[config.mk]
export PLATFORM = sky130hd
export DESIGN_NAME = regional_max_ctrl
export DESIGN_NICKNAME = d
export VERILOG_FILES = /design/src/rtl/regional_max_ctrl.sv
export SDC_FILE = /design/constraint.sdc
export NUM_CORES = 1
export LEC_CHECK = 0
export CAP_MARGIN = 20
export CORE_MARGIN = 1
export CORE_UTILIZATION = 45
export DETAILED_ROUTE_END_ITERATION = 8
export PLACE_DENSITY = 0.82
export REMOVE_ABC_BUFFERS = 1
export SYNTH_ARGS = -nofsm -noshare
export SYNTH_HDL_FRONTEND = slang
export SYNTH_SLANG_ARGS = --single-unit
[constraint.sdc]
create_clock -name clk -period 1.83 [get_ports clk]
set_clock_uncertainty 0.2 [all_clocks]
set_input_delay 0.366 -clock clk [delete_from_list [all_inputs] [get_ports clk]]
set_output_delay 0.366 -clock clk [all_outputs]
set_load 0.03 [all_outputs]
[src/rtl/regional_max_ctrl.sv]
// regional_max_ctrl
// -----------------
// Sequencer for the iterative regional-maximum engine.
// After a start command it fills the M x N output mask with ones. It then
// issues raster-scan passes of pixel coordinates, with border flags, to the
// 3x3 window PE. Passes repeat until one pass produces no mask change or the
// pass limit is reached.
//
// Ports
//   clk, reset_n         clock, synchronous active-low reset
//   start                begin operation (sampled only in IDLE)
//   busy / done          activity flag / one-cycle completion pulse
//   converged, pass_cnt  result status, held until the next start
//   mask_we/addr/wdata   mask initialisation write port
//   pix_valid/ready      request handshake to the PE
//   pix_i/j/addr/border  request coordinates, linear address, {top,bottom,left,right}
//   upd_valid/changed    in-order PE result; changed = mask bit cleared
module regional_max_ctrl #(
    parameter int M          = 8,
    parameter int N          = 8,
    parameter int ADDR_WIDTH = 6,
    parameter int I_WIDTH    = 3,
    parameter int J_WIDTH    = 3,
    parameter int MAX_PASS   = 64,
    parameter int PASS_WIDTH = 7,
    parameter int MAX_OUT    = 4
) (
    input  logic                  clk,
    input  logic                  reset_n,
    input  logic                  start,
    output logic                  busy,
    output logic                  done,
    output logic                  converged,
    output logic [PASS_WIDTH-1:0] pass_cnt,
    output logic                  mask_we,
    output logic [ADDR_WIDTH-1:0] mask_addr,
    output logic                  mask_wdata,
    output logic                  pix_valid,
    input  logic                  pix_ready,
    output logic [I_WIDTH-1:0]    pix_i,
    output logic [J_WIDTH-1:0]    pix_j,
    output logic [ADDR_WIDTH-1:0] pix_addr,
    output logic [3:0]            pix_border,
    input  logic                  upd_valid,
    input  logic                  upd_changed
);

    localparam int OUT_WIDTH = $clog2(MAX_OUT + 1);
    localparam int CELLS     = M * N;

    typedef enum logic [2:0] {
        S_IDLE,
        S_INIT,
        S_SCAN,
        S_DRAIN,
        S_EVAL,
        S_DONE
    } state_t;

    state_t                r_state;
    state_t                w_state_next;
    logic [ADDR_WIDTH-1:0] r_init_addr;
    logic [I_WIDTH-1:0]    r_i;
    logic [J_WIDTH-1:0]    r_j;
    logic [OUT_WIDTH-1:0]  r_out;
    logic [OUT_WIDTH-1:0]  w_out_next;
    logic [PASS_WIDTH-1:0] r_pass;
    logic                  r_changed;
    logic                  r_converged;

    logic w_can_issue;
    logic w_accept;
    logic w_upd;
    logic w_row_end;
    logic w_last_pix;
    logic w_init_last;

    always_comb begin
        w_can_issue = (r_out < OUT_WIDTH'(MAX_OUT));
        w_accept    = (r_state == S_SCAN) && w_can_issue && pix_ready;
        // Updates only count while a pass is active and something is in
        // flight; stray results elsewhere must not underflow the counter.
        w_upd       = upd_valid && ((r_state == S_SCAN) || (r_state == S_DRAIN))
                      && (r_out != '0);
        w_row_end   = (r_j == J_WIDTH'(N - 1));
        w_last_pix  = w_row_end && (r_i == I_WIDTH'(M - 1));
        w_init_last = (r_init_addr == ADDR_WIDTH'(CELLS - 1));

        w_out_next = r_out;
        if (w_accept && !w_upd) begin
            w_out_next = r_out + OUT_WIDTH'(1);
        end else if (!w_accept && w_upd) begin
            w_out_next = r_out - OUT_WIDTH'(1);
        end
    end

    // Next-state and outputs
    always_comb begin
        w_state_next = r_state;
        busy         = (r_state != S_IDLE);
        done         = (r_state == S_DONE);
        mask_we      = (r_state == S_INIT);
        mask_addr    = r_init_addr;
        mask_wdata   = 1'b1;
        pix_valid    = (r_state == S_SCAN) && w_can_issue;
        pix_i        = r_i;
        pix_j        = r_j;
        pix_addr     = ADDR_WIDTH'(r_i) * ADDR_WIDTH'(N) + ADDR_WIDTH'(r_j);
        // Border flags are only meaningful alongside a request; keep them
        // quiet otherwise so idle/reset shows all zeros.
        pix_border   = 4'b0000;
        if (pix_valid) begin
            pix_border = {r_i == '0, r_i == I_WIDTH'(M - 1),
                          r_j == '0, r_j == J_WIDTH'(N - 1)};
        end
        converged    = r_converged;
        pass_cnt     = r_pass;

        case (r_state)
            S_IDLE:  if (start) w_state_next = S_INIT;
            S_INIT:  if (w_init_last) w_state_next = S_SCAN;
            S_SCAN:  if (w_accept && w_last_pix) w_state_next = S_DRAIN;
            // Includes an update landing this very cycle.
            S_DRAIN: if (w_out_next == '0) w_state_next = S_EVAL;
            S_EVAL: begin
                if (r_changed && (r_pass < PASS_WIDTH'(MAX_PASS))) begin
                    w_state_next = S_SCAN;
                end else begin
                    w_state_next = S_DONE;
                end
            end
            S_DONE:  w_state_next = S_IDLE;
            default: w_state_next = S_IDLE;
        endcase
    end

    always_ff @(posedge clk) begin
        if (!reset_n) begin
            r_state <= S_IDLE;
        end else begin
            r_state <= w_state_next;
        end
    end

    always_ff @(posedge clk) begin
        if (!reset_n) begin
            r_init_addr <= '0;
            r_i         <= '0;
            r_j         <= '0;
            r_out       <= '0;
            r_pass      <= '0;
            r_changed   <= 1'b0;
            r_converged <= 1'b0;
        end else begin
            r_out <= w_out_next;
            if (w_upd && upd_changed) begin
                r_changed <= 1'b1;
            end
            case (r_state)
                S_IDLE: begin
                    if (start) begin
                        r_pass      <= '0;
                        r_converged <= 1'b0;
                        r_init_addr <= '0;
                    end
                end
                S_INIT: begin
                    if (w_init_last) begin
                        r_init_addr <= '0;
                        r_pass      <= PASS_WIDTH'(1);
                        r_changed   <= 1'b0;
                        r_i         <= '0;
                        r_j         <= '0;
                    end else begin
                        r_init_addr <= r_init_addr + ADDR_WIDTH'(1);
                    end
                end
                S_SCAN: begin
                    if (w_accept) begin
                        if (w_row_end) begin
                            r_j <= '0;
                            r_i <= (r_i == I_WIDTH'(M - 1)) ? '0 : r_i + I_WIDTH'(1);
                        end else begin
                            r_j <= r_j + J_WIDTH'(1);
                        end
                    end
                end
                S_EVAL: begin
                    if (w_state_next == S_SCAN) begin
                        r_pass    <= r_pass + PASS_WIDTH'(1);
                        r_changed <= 1'b0;
                        r_i       <= '0;
                        r_j       <= '0;
                    end else begin
                        r_converged <= ~r_changed;
                    end
                end
                default: ;
            endcase
        end
    end

endmodule

Word-level counts from Yosys, hierarchy flattened
Cells that the tools add are included.

Register bits after elaboration: 27. Latch bits: 0. RAM bits: 0. Memory bits (read-only): 0. Bits of input ports: 6. Output and inout bits: 35. Logic and storage cells: 93. Memories: 0.

Add/sub/neg operators: 7. Multiply operators: 0. Div/mod/pow operators: 0. Order comparisons: 2. Eq/ne operators: 15. Shifts and indexed selects: 0. Muxes and demuxes: 32. Bitwise gates (word level): 1. Reductions and logical operators: 28.

Operator list (count): 2-to-1 mux 3 bit (14); 2-to-1 mux 7 bit (3); one-hot mux 7 bit (3 select lines) (1); one-hot mux 3 bit (3 select lines) (2); one-hot mux 3 bit (5 select lines) (1); equality test 3 bit (second input constant) (4); logical NOT 3 bit (4); 2-to-1 mux 6 bit (2); one-hot mux 6 bit (2 select lines) (1); nonzero test 3 bit (4); logical AND 1 bit (10); != test 2 bit (second input constant) (5); adder 3 x 1 -> 3 bit (second input constant) (3); equality test 3 x 2 -> 1 bit (second input constant) (3); AND reduction 4 bit (2); adder 7 x 1 -> 7 bit (second input constant) (1); < comparator 7 bit (second input constant) (1); adder 6 x 1 -> 6 bit (second input constant) (1); adder 6 x 3 -> 6 bit (1); equality test 6 bit (second input constant) (1); 2-to-1 mux 1 bit (5); AND reduction 5 bit (1); 2-to-1 mux 4 bit (1); one-hot mux 1 bit (2 select lines) (2); 10 further kinds (12).

Logic depth before layout (Yosys ltp)
Gate-level depths: netlist of the first run.

Depth in word-level cells: 13. Gate-level depth with buffers: 8. Mapped depth without buffers: 8.

Least setup slack after synthesis of the first run
Ideal clock, no wire load.

Path kind: register to output. Start: register r_state[0]. End: output pix_border[1]. Arrival: 1905 ps. Data required time: 1264 ps. Path slack: -641 ps. Cell stages (with the launch flop): 5. Buffers on the path: 2. Cell sequence: dfxtp_1 -> clkbuf_8 -> clkbuf_1 -> nor3_1 -> and3b_1.

Longest elaborated chain between the ends: 3.

Ends and longest elaborated chain: start: declaration (line 60) `state_t r_state;`; start signal: assignment (line 141) `r_state <= w_state_next;`; equality test 3 x 2 -> 1 bit (line 105) `pix_valid = (r_state == S_SCAN) && w_can_issue;`; logical AND 1 bit (line 105); net pix_valid (line 38) `output logic pix_valid,`; 2-to-1 mux 4 bit (line 112) `if (pix_valid) begin`; end: declaration (line 43) `output logic [3:0] pix_border,`.

The timed path passes the listed nets, and every way through them passes these cells.

Worst setup path in the final report of the first run
Start: register r_out[1]. End: register r_state[0].

Longest elaborated chain between the ends: 10. Elaborated cells on any way between the ends: 18. Classes of those cells: 2 x add/sub; 1 x order compare; 5 x mux; 10 x reduce/logical.

Ends and longest elaborated chain: start: declaration (line 65) `logic [OUT_WIDTH-1:0] r_out;`; start signal: assignment (line 155) `r_out <= w_out_next;`; < comparator 3 bit (line 79) `w_can_issue = (r_out < OUT_WIDTH'(MAX_OUT));`; logical AND 1 bit (2 in a row) (line 80) `w_accept = (r_state == S_SCAN) && w_can_issue && pix_ready;`; logical NOT 1 bit (line 92) `end else if (!w_accept && w_upd) begin`; logical AND 1 bit (line 92); 2-to-1 mux 3 bit (line 92); 2-to-1 mux 3 bit (line 90) `if (w_accept && !w_upd) begin`; logical NOT 3 bit (line 124) `S_DRAIN: if (w_out_next == '0) w_state_next = S_EVAL;`; 2-to-1 mux 3 bit (line 124); one-hot mux 3 bit (5 select lines) (*) (line 119) `case (r_state)`.

Every way passes the cells marked *; elsewhere a longest branch is shown, timed or not. A chain may end at the register's enable or synchronous reset.

==> results of run 1 <==
## registers in the layout (all words and copies together) (netlist names)
| register | count |
|---|---|
| r_out | 3 |
| mask_addr | 6 |
| converged | 1 |
| r_changed | 1 |
| pix_i | 3 |
| r_state | 3 |
| pix_j | 3 |
| pass_cnt | 7 |
## worst min-delay path: stages, from the launching register on
cell	delay [ns]
dfxtp_2	0.35
nand2_1	0.06
a21oi_1	0.05
## power by group
group / switching (W) / internal [W]
clock: 0.000188 / 0.000154
combinational: 0.000106 / 0.000110
sequential: 0.0000128 / 0.000591
## worst max-delay path by stage
stage	start	endpoint	slack, ns	depth (start not counted)
finish	r_out[1]	r_state[0]	-0.11	8
global route	r_out[1]	r_state[2]	-0.18	8
CTS	r_out[1]	r_state[2]	-0.10	8
detailed placement	pix_ready	r_state[2]	-0.38	6
global placement	pix_ready	r_state[2]	-0.35	6
floorplan	r_state[1]	pix_border[1]	-0.62	3
## timing repair
item / CTS / global route
buffers inserted: 10 / 5
setup endpoints to repair: 49 / 21
gates resized for setup: 83 / 24
pin swaps: 16 / 20
hold buffers: 0 / 0
## per-stage QoR
stage | hold slack (ns) | area [um^2] | util, % | worst slack [ns]
floorplan | 0.288 | 1620 | - | -0.624
global placement | 0.289 | 2360 | 64.6 | -0.346
detailed placement | 0.301 | 2360 | 64.6 | -0.382
CTS | 0.290 | 2650 | 72.2 | -0.104
global route | 0.301 | 2780 | 75.9 | -0.183
finish | 0.287 | 2780 | 75.9 | -0.108
## cells in the mapped netlist, types with 3 or more instances
library cell | instances | area (um^2)
nor2b_1 | 4 | 25.0
and3b_1 | 3 | 26.3
ha_1 | 11 | 138
clkbuf_1 | 3 | 11.3
nand2_1 | 9 | 33.8
buf_4 | 7 | 52.6
inv_1 | 11 | 41.3
nand3b_1 | 3 | 22.5
or3_1 | 3 | 18.8
nand3_1 | 10 | 50.1
xor2_1 | 3 | 26.3
xnor2_1 | 5 | 43.8
nor3_1 | 9 | 45.0
nor2_1 | 18 | 67.6
o21ai_0 | 16 | 80.1
dfxtp_1 | 27 | 541
and2_1 | 4 | 25.0
a21oi_1 | 13 | 65.1
## layer usage
| metal | track usage (%) | part of all wire (%) | vias up |
|---|---|---|---|
| met2 | 41.0 | 54 | 51 |
| li1 | - | - | 869 |
| met5 | 0 | 0 | - |
| met4 | 5.97 | 0.29 | 0 |
| met3 | 2.32 | 2.8 | 2 |
| met1 | 25.9 | 43 | 882 |
## cell usage in the layout (no fill, tap or decap), drive strengths merged, types with 3 or more instances in the layout
master and n:
ha 11, nor2 19, xnor2 5, clkbuf 3
nand3 10, and3b 3, dlygate4sd2 27, clkdlybuf4s50 4
buf 63, or3 5, inv 11, nand2b 4
nand3b 3, dfxtp 27, and2 4, nand2 9
o21ai 16, a21oi 14, nor3 10, nor2b 4
xor2 3
## final cells by class
type,instances,area (um^2)
Multi-Input combinational cell,150,1250
Fill cell,264,882
Timing Repair Buffer,94,810
Sequential cell,27,567
Tap cell,48,60.1
Inverter,11,43.8
Clock buffer,3,41.3
Clock inverter,1,7.51
## cell families (layout without fill, tap and decap cells)
group / Yosys count / count (layout)
AO/OA/AOI/OAI: 46 / 46
XOR/XNOR: 8 / 8
adder cells (fa/ha/maj): 11 / 11
buffers and inverters: 25 / 109
flip-flops: 27 / 27
multiplexers: 1 / 1
other: 1 / 1
AND/OR/NAND/NOR: 83 / 83
==> metrics.csv, run 1 <==
stage,metric,value,unit
critical_path,R2R Setup Slk,-0.11,ns
global_route,total track usage,21.8,%
layout,share of layout cells above drive strength 1,44.8,%
synth,Mapped Area,1720,um^2
hold_path,hold path startpoint,pix_j[1],
critical_path,WP data arrival,1.90,ns
clocking,insertion delay to the later sink of the worst-skew pair,0.27,ns
route,# DRC,0,
synth,area share of and/or/nand/nor cells after synthesis,30.1,%
pwr,total power,0.00116,W
floorplan,die span in y,63.8,um
route,routed len/inst,14.3,um
clocking,Sink Count,27,
synth,largest family of logic cells by synthesized area,simple AND/OR/NAND/NOR gates,
route,Initial DRC Count,70,
synth,Post-synth ARST share,0,%
critical_path,crit path max fanout,3,
timing,setup_tns,-0.688,ns
synth,Post-Syn Area per Cell,8.50,um^2
floorplan,# IOs,41,
route,number of nets with antenna violations after routing,0,
pwr,VDD IR max,0.343,mV
synth,Ys Warns,0,
place,port bufs,39,
hold_path,Hold Crit Class,reg2reg,
synth,adder-cell share of the synthesized area,8.02,%
synth,Post-Synth XOR/XNOR Area,4.08,%
critical_path,Worst Setup Start Kind,flop,
timing,fin crit share,106,%
critical_path,Worst R2R Path Depth,8,
timing,hold violation count in the final report,0,
synth,mux share of post-synthesis cell area,0.583,%
timing,RSZ-0062 raised after global routing,yes,
critical_path,Required @ worst endpoint,1.79,ns
layout,P&R area growth vs syn,61.9,%
clocking,"CTS clk-pin slew, worst paths",0.10,ns
clocking,CTS tree,yes,
critical_path,Crit. End Element,flop,
status,failing checks,setup timing,
route,final wirelength,4790,um
place,GPL Wtd Cong,0.917,
global_route,antenna violations before repair,0,
floorplan,FP Rows,22,
clocking,CTS Root Cell,clkbuf_8,
critical_path,Top delay family on crit path,simple AND/OR/NAND/NOR gates,
floorplan,die width,63.8,um
critical_path,Critical Path Slowest Stage Cell,and4bb_4,
layout,diode count,0,
synth,register bit count reported by yosys,27,
status,status,"finished, violations left",
critical_path,CP bufs+invs,1,
critical_path,Reg-to-Reg End,r_state[0],
place,placed insts,317,
timing,setup slack after layout,-0.108,ns
layout,nets,304,
hold_path,Hold Path Stages,2,
synth,"Seq/Total Area, Yosys",31.5,%
hold_path,hold path endpoint,pix_j[1],
clocking,clock buffer depth,2,
place,DP HPWL,3090,um
synth,Post-synth top flop,dfxtp_1,
clocking,H-tree depth,1,
flow_run,max-cap violations,0,
global_route,global-route wire length before repair,7170,um
critical_path,CP cell instances,"inv_2, ha_4, ha_4, and4bb_4, xnor2_2, nand3_2, a31oi_4, o22ai_1",
floorplan,Die ar.,4070,um^2
floorplan,core area,3660,um^2
critical_path,Critical Path Most Common Cell,ha_4,
route,via density per instance,5.40,
synth,Mapped Cells,202,
global_route,vias in the first global route,1625,
timing,maximum clock frequency,516,MHz
layout,Non-Filler Instances,334,
timing,Period minus WS final,1.94,ns
synth,Synth Area in Compound Gates,17.3,%
floorplan,initial core utilization,46.9,%
critical_path,Critical Path Max Stage Delay,0.37,ns
synth,Cell variety after synth,54,
pwr,Leakage Power,1.28,nW
route,via count,1804,
timing,Final setup viols,12,
route,DR pass1 iterations,5,
global_route,largest net degree at the start of global routing,17,
critical_path,Setup CP Type,reg2reg,
timing,Final Max Slew Viols,0,
critical_path,Worst R2R Start,r_out[1],
synth,number of synthesized flops with an enable pin,0,
pwr,PwrDens,419,nW/um^2
clocking,cts bufs inserted,3,
global_route,global route overflow,0,
Power figures use the tool's default switching activity.
==> inputs of run 2 (changes only) <==
- clock period: 1.83 -> 1.7 ns (I/O delays scaled with it)
==> run 2 against run 1 <==
Against the previous run: the run still ends with setup timing left; via count grew 14%; worst hold slack better by 0.026 ns; combinational power rose by 41%; critical path depth did not move; final area grew 13%; sequential share of layout area fell by 2.4 points; fmax fell by 5.5%; first-iteration DRC count up 81%; wire length is 45% higher; non-clock buffer count grew 20; power is 17% higher.
==> metrics.csv, run 2 (synthesis results as in run 1) <==
stage,metric,value,unit,change
place,DP HPWL,3380,um,+9.4%
floorplan,FP Rows,22,,unchanged
layout,most frequent cells in the layout,"52 x buf_4, 31 x buf_6, 16 x nor2_1, 14 x dfxtp_1, 14 x dlygate4sd2_1",,
place,GPL Wtd Cong,0.897,,-2.2%
timing,setup slack after layout,-0.350,ns,-0.243 ns
critical_path,Critical Path Slowest Stage Cell,dfxtp_2,,
pwr,share of power burned in registers,48.1,%,-3.8 points
critical_path,Top delay family on crit path,XOR/XNOR gates,,
layout,P&R area growth vs syn,82.2,%,
timing,maximum clock frequency,488,MHz,-5.5%
pwr,Sw Share,29.8,%,+3.3 points
clocking,CTS tree,yes,,
clocking,clock buffer depth,2,,unchanged
layout,share of layout cells above drive strength 1,56.5,%,+12 points
route,DR pass1 iterations,4,,-1
timing,Period minus WS final,2.05,ns,+0.113 ns
floorplan,core area,3660,um^2,unchanged
critical_path,Crit. End Element,flop,,
critical_path,crit path max fanout,3,,unchanged
route,# DRC,0,,unchanged
timing,fin crit share,121,%,+15 points
route,routed len/inst,19.6,um,+37%
route,Initial DRC Count,127,,+81%
global_route,total track usage,27.9,%,+6.1 points
floorplan,Die ar.,4070,um^2,unchanged
timing,Final setup viols,32,,+20
pwr,PwrDens,433,nW/um^2,+3.6%
route,via density per instance,5.81,,+7.6%
pwr,Leakage Power,1.38,nW,+7.7%
layout,"commonest non-fill, non-tap cell in the layout",buf_4,,
layout,nets,324,,+6.6%
place,port bufs,39,,unchanged
pwr,Comb power frac,22.4,%,+3.8 points
layout,diode count,0,,unchanged
critical_path,Worst Setup Start Kind,flop,,
floorplan,die span in y,63.8,um,unchanged
clocking,CTS Root Cell,clkbuf_8,,
clocking,Sink Count,27,,unchanged
floorplan,initial core utilization,46.9,%,unchanged
critical_path,CP cell instances,"inv_2, ha_4, ha_4, and4bb_4, xnor2_2, xnor2_2, a31oi_4, a41o_1",,
critical_path,Setup CP Type,reg2reg,,
status,status,"finished, violations left",,
pwr,Net Sw Power,0.000404,W,+31%
clocking,insertion delay to the later sink of the worst-skew pair,0.28,ns,about the same
global_route,largest net degree at the start of global routing,17,,unchanged
timing,Final Max Slew Viols,0,,unchanged
pwr,VDD IR max,0.365,mV,+6.4%
pwr,P_int,0.000952,W,+11%
route,final wirelength,6950,um,+45%
clocking,Post-CTS Hold Fix Bufs,0,,unchanged
clocking,cts bufs inserted,3,,unchanged
layout,final instance area,3130,um^2,+13%
critical_path,Critical Path Max Stage Delay,0.36,ns,about the same
critical_path,CP bufs+invs,1,,unchanged
status,failing checks,setup timing,,
place,Post-DP Area,2430,um^2,+2.6%
timing,setup_tns,-5.00,ns,-4.31 ns
global_route,global route overflow,0,,unchanged
clocking,"CTS clk-pin slew, worst paths",0.11,ns,about the same
floorplan,die width,63.8,um,unchanged
route,via count,2057,,+14%
route,number of nets with antenna violations after routing,0,,unchanged
floorplan,# IOs,41,,unchanged
critical_path,Required @ worst endpoint,1.69,ns,-0.10 ns
timing,RSZ-0062 raised after global routing,yes,,
critical_path,WP data arrival,2.04,ns,+0.14 ns
clocking,H-tree depth,1,,unchanged
hold_path,Hold Crit Class,reg2reg,,
global_route,antenna violations before repair,0,,unchanged
flow_run,max-cap violations,0,,unchanged
timing,hold violation count in the final report,0,,unchanged
layout,max FFs per register,7,,unchanged
pwr,Clock power frac,29.4,%,about the same
global_route,global-route wire length before repair,8820,um,+23%
global_route,vias in the first global route,1921,,+18%
==> run 2: cell type report <==
cell class              instances  area (um^2)
inverters                      11         43.8
clock inverters                 1         7.51
well taps                      48         60.1
flip-flops and latches         27          564
fillers                       189          533
multi-input cells             150         1390
clock buffers                   3         41.3
repair buffers                114         1020
==> run 2: worst reg2reg max path: cells and delay by family (launching register included) <==
family,cells,cell delay (ns)
fa+ha+maj,2,0.32
compound gates,2,0.26
simple gates,1,0.34
flops,1,0.36
xor+xnor,2,0.42
buf+inv,1,0.05
==> run 2: path summary, 6_finish.rpt <==
path | cells after the start | slack [ns] | to | start
max | 8 | -0.35 | r_state[2] | r_out[0]
min | 2 | 0.31 | pix_i[1] | pix_i[1]
max reg2reg | 8 | -0.35 | r_state[2] | r_out[0]
min reg2reg | 2 | 0.31 | pix_i[1] | pix_i[1]
==> run 2: routing by layer <==
metal  vias to the layer above  wire length [um]  GRT usage (%)
met4                         0               419           11.9
met3                        42               475           3.39
met1                       978              2530           29.0
met2                       129              3530           54.9
li1                        908                 -              -
met5                         -                 0              0
==> run 2: power by group through the flow <==
stage / combinational, W / sequential [W] / clock [W]
2_1_floorplan: 0.0000745 / 0.000677 / 0
3_3_place_gp: 0.000189 / 0.000664 / 0
3_5_place_dp: 0.000193 / 0.000664 / 0
4_1_cts: 0.000243 / 0.000651 / 0.000395
5_1_grt: 0.000315 / 0.000653 / 0.000418
6_report: 0.000304 / 0.000652 / 0.000399
==> run 2: repair_timing <==
item	in CTS	in global routing
setup endpoints to repair	57	43
resized for setup	117	60
pin swaps	29	31
setup buffers	13	13
==> run 2: per-stage QoR <==
stage,setup WS (ns),hold slack (ns),std cells,total power (W),util [%]
floorplan,-0.728,0.262,188,0.000751,-
global placement,-0.454,0.288,326,0.000854,66.3
detailed placement,-0.472,0.299,326,0.000858,66.3
CTS,-0.257,0.291,342,0.00129,77.6
global route,-0.364,0.327,354,0.00139,85.4
finish,-0.350,0.312,354,0.00136,85.4
==> inputs of run 3 (changes only) <==
- CORE_ASPECT_RATIO: unset -> 1.5
- CORE_UTILIZATION: 45 -> 35
- PLACE_DENSITY: 0.82 -> 0.68
==> run 3 against run 2 <==
Against the previous run: the flow still finishes with violations (setup timing); non-clock buffer count is 12 higher; die area grew 28%; via count decreased by 6.0%; critical endpoint unchanged; cell count is 7.9% higher; power down 2.0%; critical path type unchanged; register-to-register slack improved by 0.04 ns; clock power shrank 3%.
==> metrics.csv, run 3 (synthesis results as in run 1) <==
stage,metric,value,unit,change
layout,nets,336,,+3.7%
route,via count,1933,,-6.0%
layout,diode count,0,,unchanged
clocking,CTS tree,yes,,
floorplan,Die ar.,5190,um^2,+28%
clocking,insertion delay to the later sink of the worst-skew pair,0.28,ns,about the same
place,DP HPWL,3340,um,-1.3%
critical_path,Setup CP Type,reg2reg,,
route,via density per instance,5.06,,-13%
layout,most frequent cells in the layout,"58 x buf_4, 39 x buf_6, 15 x dfxtp_1, 14 x nor2_1, 12 x dlygate4sd2_1",,
global_route,antenna violations before repair,0,,unchanged
layout,FF+latch area,566,um^2,+0.22%
status,status,"finished, violations left",,
floorplan,core area,4620,um^2,+26%
critical_path,crit path max fanout,3,,unchanged
critical_path,Crit. End Element,flop,,
layout,area of the multi-input gates,1420,um^2,+2.4%
timing,Final setup viols,26,,-19%
timing,RSZ-0062 raised after global routing,yes,,
critical_path,Worst Setup Start Kind,flop,,
hold_path,hold path startpoint,pix_i[1],,
route,metal2 WL,3310,um,-6.3%
layout,share of layout cells above drive strength 1,60.4,%,+3.8 points
route,# DRC,0,,unchanged
timing,Period minus WS final,2.02,ns,-0.0353 ns
route,routed len/inst,15.2,um,-23%
global_route,vias in the first global route,1897,,-1.2%
route,number of nets with antenna violations after routing,0,,unchanged
critical_path,Worst R2R Start,r_out[1],,
place,GPL Wtd Cong,0.820,,-8.7%
global_route,global-route wire length before repair,8440,um,-4.3%
floorplan,FP Rows,30,,+36%
layout,Fill cells,334,,+77%
clocking,Sink Count,27,,unchanged
route,met3 WL post-DR,170,um,-64%
layout,"commonest non-fill, non-tap cell in the layout",buf_4,,
route,final wirelength,5800,um,-17%
critical_path,source of the critical timing path,r_out[1],,
timing,setup slack after layout,-0.315,ns,+0.0353 ns
pwr,PwrDens,405,nW/um^2,-6.5%
layout,P&R area growth vs syn,91.0,%,
layout,final instance area,3280,um^2,+4.8%
pwr,Leakage Power,1.45,nW,+4.5%
status,failing checks,setup timing,,
route,DR pass1 iterations,4,,unchanged
route,Max Used Layer,met4,,
floorplan,die span in y,87.8,um,+38%
global_route,largest net degree at the start of global routing,17,,unchanged
critical_path,WP data arrival,2.04,ns,about the same
hold_path,Hold Crit Class,reg2reg,,
layout,max FFs per register,7,,unchanged
route,met1 wire length,2090,um,-17%
clocking,cts bufs inserted,3,,unchanged
pwr,VDD IR max,0.401,mV,+10%
timing,hold violation count in the final report,0,,unchanged
clocking,"CTS clk-pin slew, worst paths",0.10,ns,about the same
global_route,global route overflow,0,,unchanged
clocking,Post-CTS Hold Fix Bufs,0,,unchanged
place,port bufs,39,,unchanged
timing,Final Max Slew Viols,0,,unchanged
timing,maximum clock frequency,496,MHz,+1.8%
critical_path,Required @ worst endpoint,1.73,ns,+0.04 ns
flow_run,max-cap violations,0,,unchanged
floorplan,initial core utilization,37.2,%,-9.7 points
timing,fin crit share,119,%,-2.1 points
place,Post-DP Area,2490,um^2,+2.6%
clocking,clock buffer depth,2,,unchanged
global_route,total track usage,21.4,%,-6.4 points
layout,final core utilization,71.0,%,-14 points
clocking,CTS Root Cell,clkbuf_8,,
route,Initial DRC Count,55,,-57%
clocking,H-tree depth,1,,unchanged
critical_path,R2R Setup Slk,-0.32,ns,+0.04 ns
floorplan,# IOs,41,,unchanged
floorplan,die width,59.2,um,-7.2%
run 3: cell types whose count changed in the layout (fill, tap and decap cells not counted), moves of 3 or more:
cell	before	now
buf_6	31	39
o21ai_2	8	3
o21ai_1	1	7
clkbuf_2	5	8
nor3_2	1	4
buf_4	52	58
run 3: per-layer routing:
metal,vias up,global-route usage [%]
met5,-,0
met1,930,21.7
met3,17,2.66
met2,49,40.6
met4,0,12.3
li1,937,-
run 3: cell type report:
cell class / count / share of cell area (%)
multi-input combinational: 150 / 43.4
timing repair buffer: 126 / 34.2
sequential: 27 / 17.3
tap: 64 / 2.44
clock buffer: 3 / 1.26
inverter: 11 / 1.26
clock inverter: 1 / 0.229
run 3: critical path, stage by stage (launching register included):
cell and delay, ns:
dfxtp_2 0.35, inv_2 0.05, ha_4 0.15, ha_4 0.15, and4bb_4 0.38, xnor2_2 0.13
nand3_2 0.13, a31oi_4 0.25, a41o_1 0.17
run 3: path summary, 6_finish.rpt:
check / to / cells past startpoint
max: r_state[2] / 8
min: pix_i[1] / 2
max reg2reg: r_state[2] / 8
min reg2reg: pix_i[1] / 2
run 3: what timing repair did:
item                                    4_1_cts  5_1_grt
pin swaps                                    46       38
endpoints found under the setup margin       52       45
gates resized for setup                     118       76
buffers inserted                             23       11
run 3: where the power goes:
group / internal (W) / switching [W] / total, W / leakage, nW
combinational: 0.000153 / 0.000145 / 0.000298 / 1.20
sequential: 0.000636 / 0.00000912 / 0.000645 / 0.225
clock: 0.000167 / 0.000218 / 0.000386 / 0.0217
total: 0.000957 / 0.000373 / 0.00133 / 1.45
run 3: per-stage QoR:
| step | std cells | setup WS (ns) | hold slack [ns] | TNS [ns] | total power (W) |
|---|---|---|---|---|---|
| after floorplan | 188 | -0.728 | 0.262 | -7.40 | 0.000751 |
| after global placement | 348 | -0.479 | 0.289 | -7.63 | 0.000857 |
| after detailed placement | 348 | -0.495 | 0.290 | -7.56 | 0.000858 |
| after CTS | 374 | -0.250 | 0.311 | -3.51 | 0.00129 |
| after global routing | 382 | -0.361 | 0.341 | -6.31 | 0.00139 |
| final | 382 | -0.315 | 0.316 | -4.32 | 0.00133 |
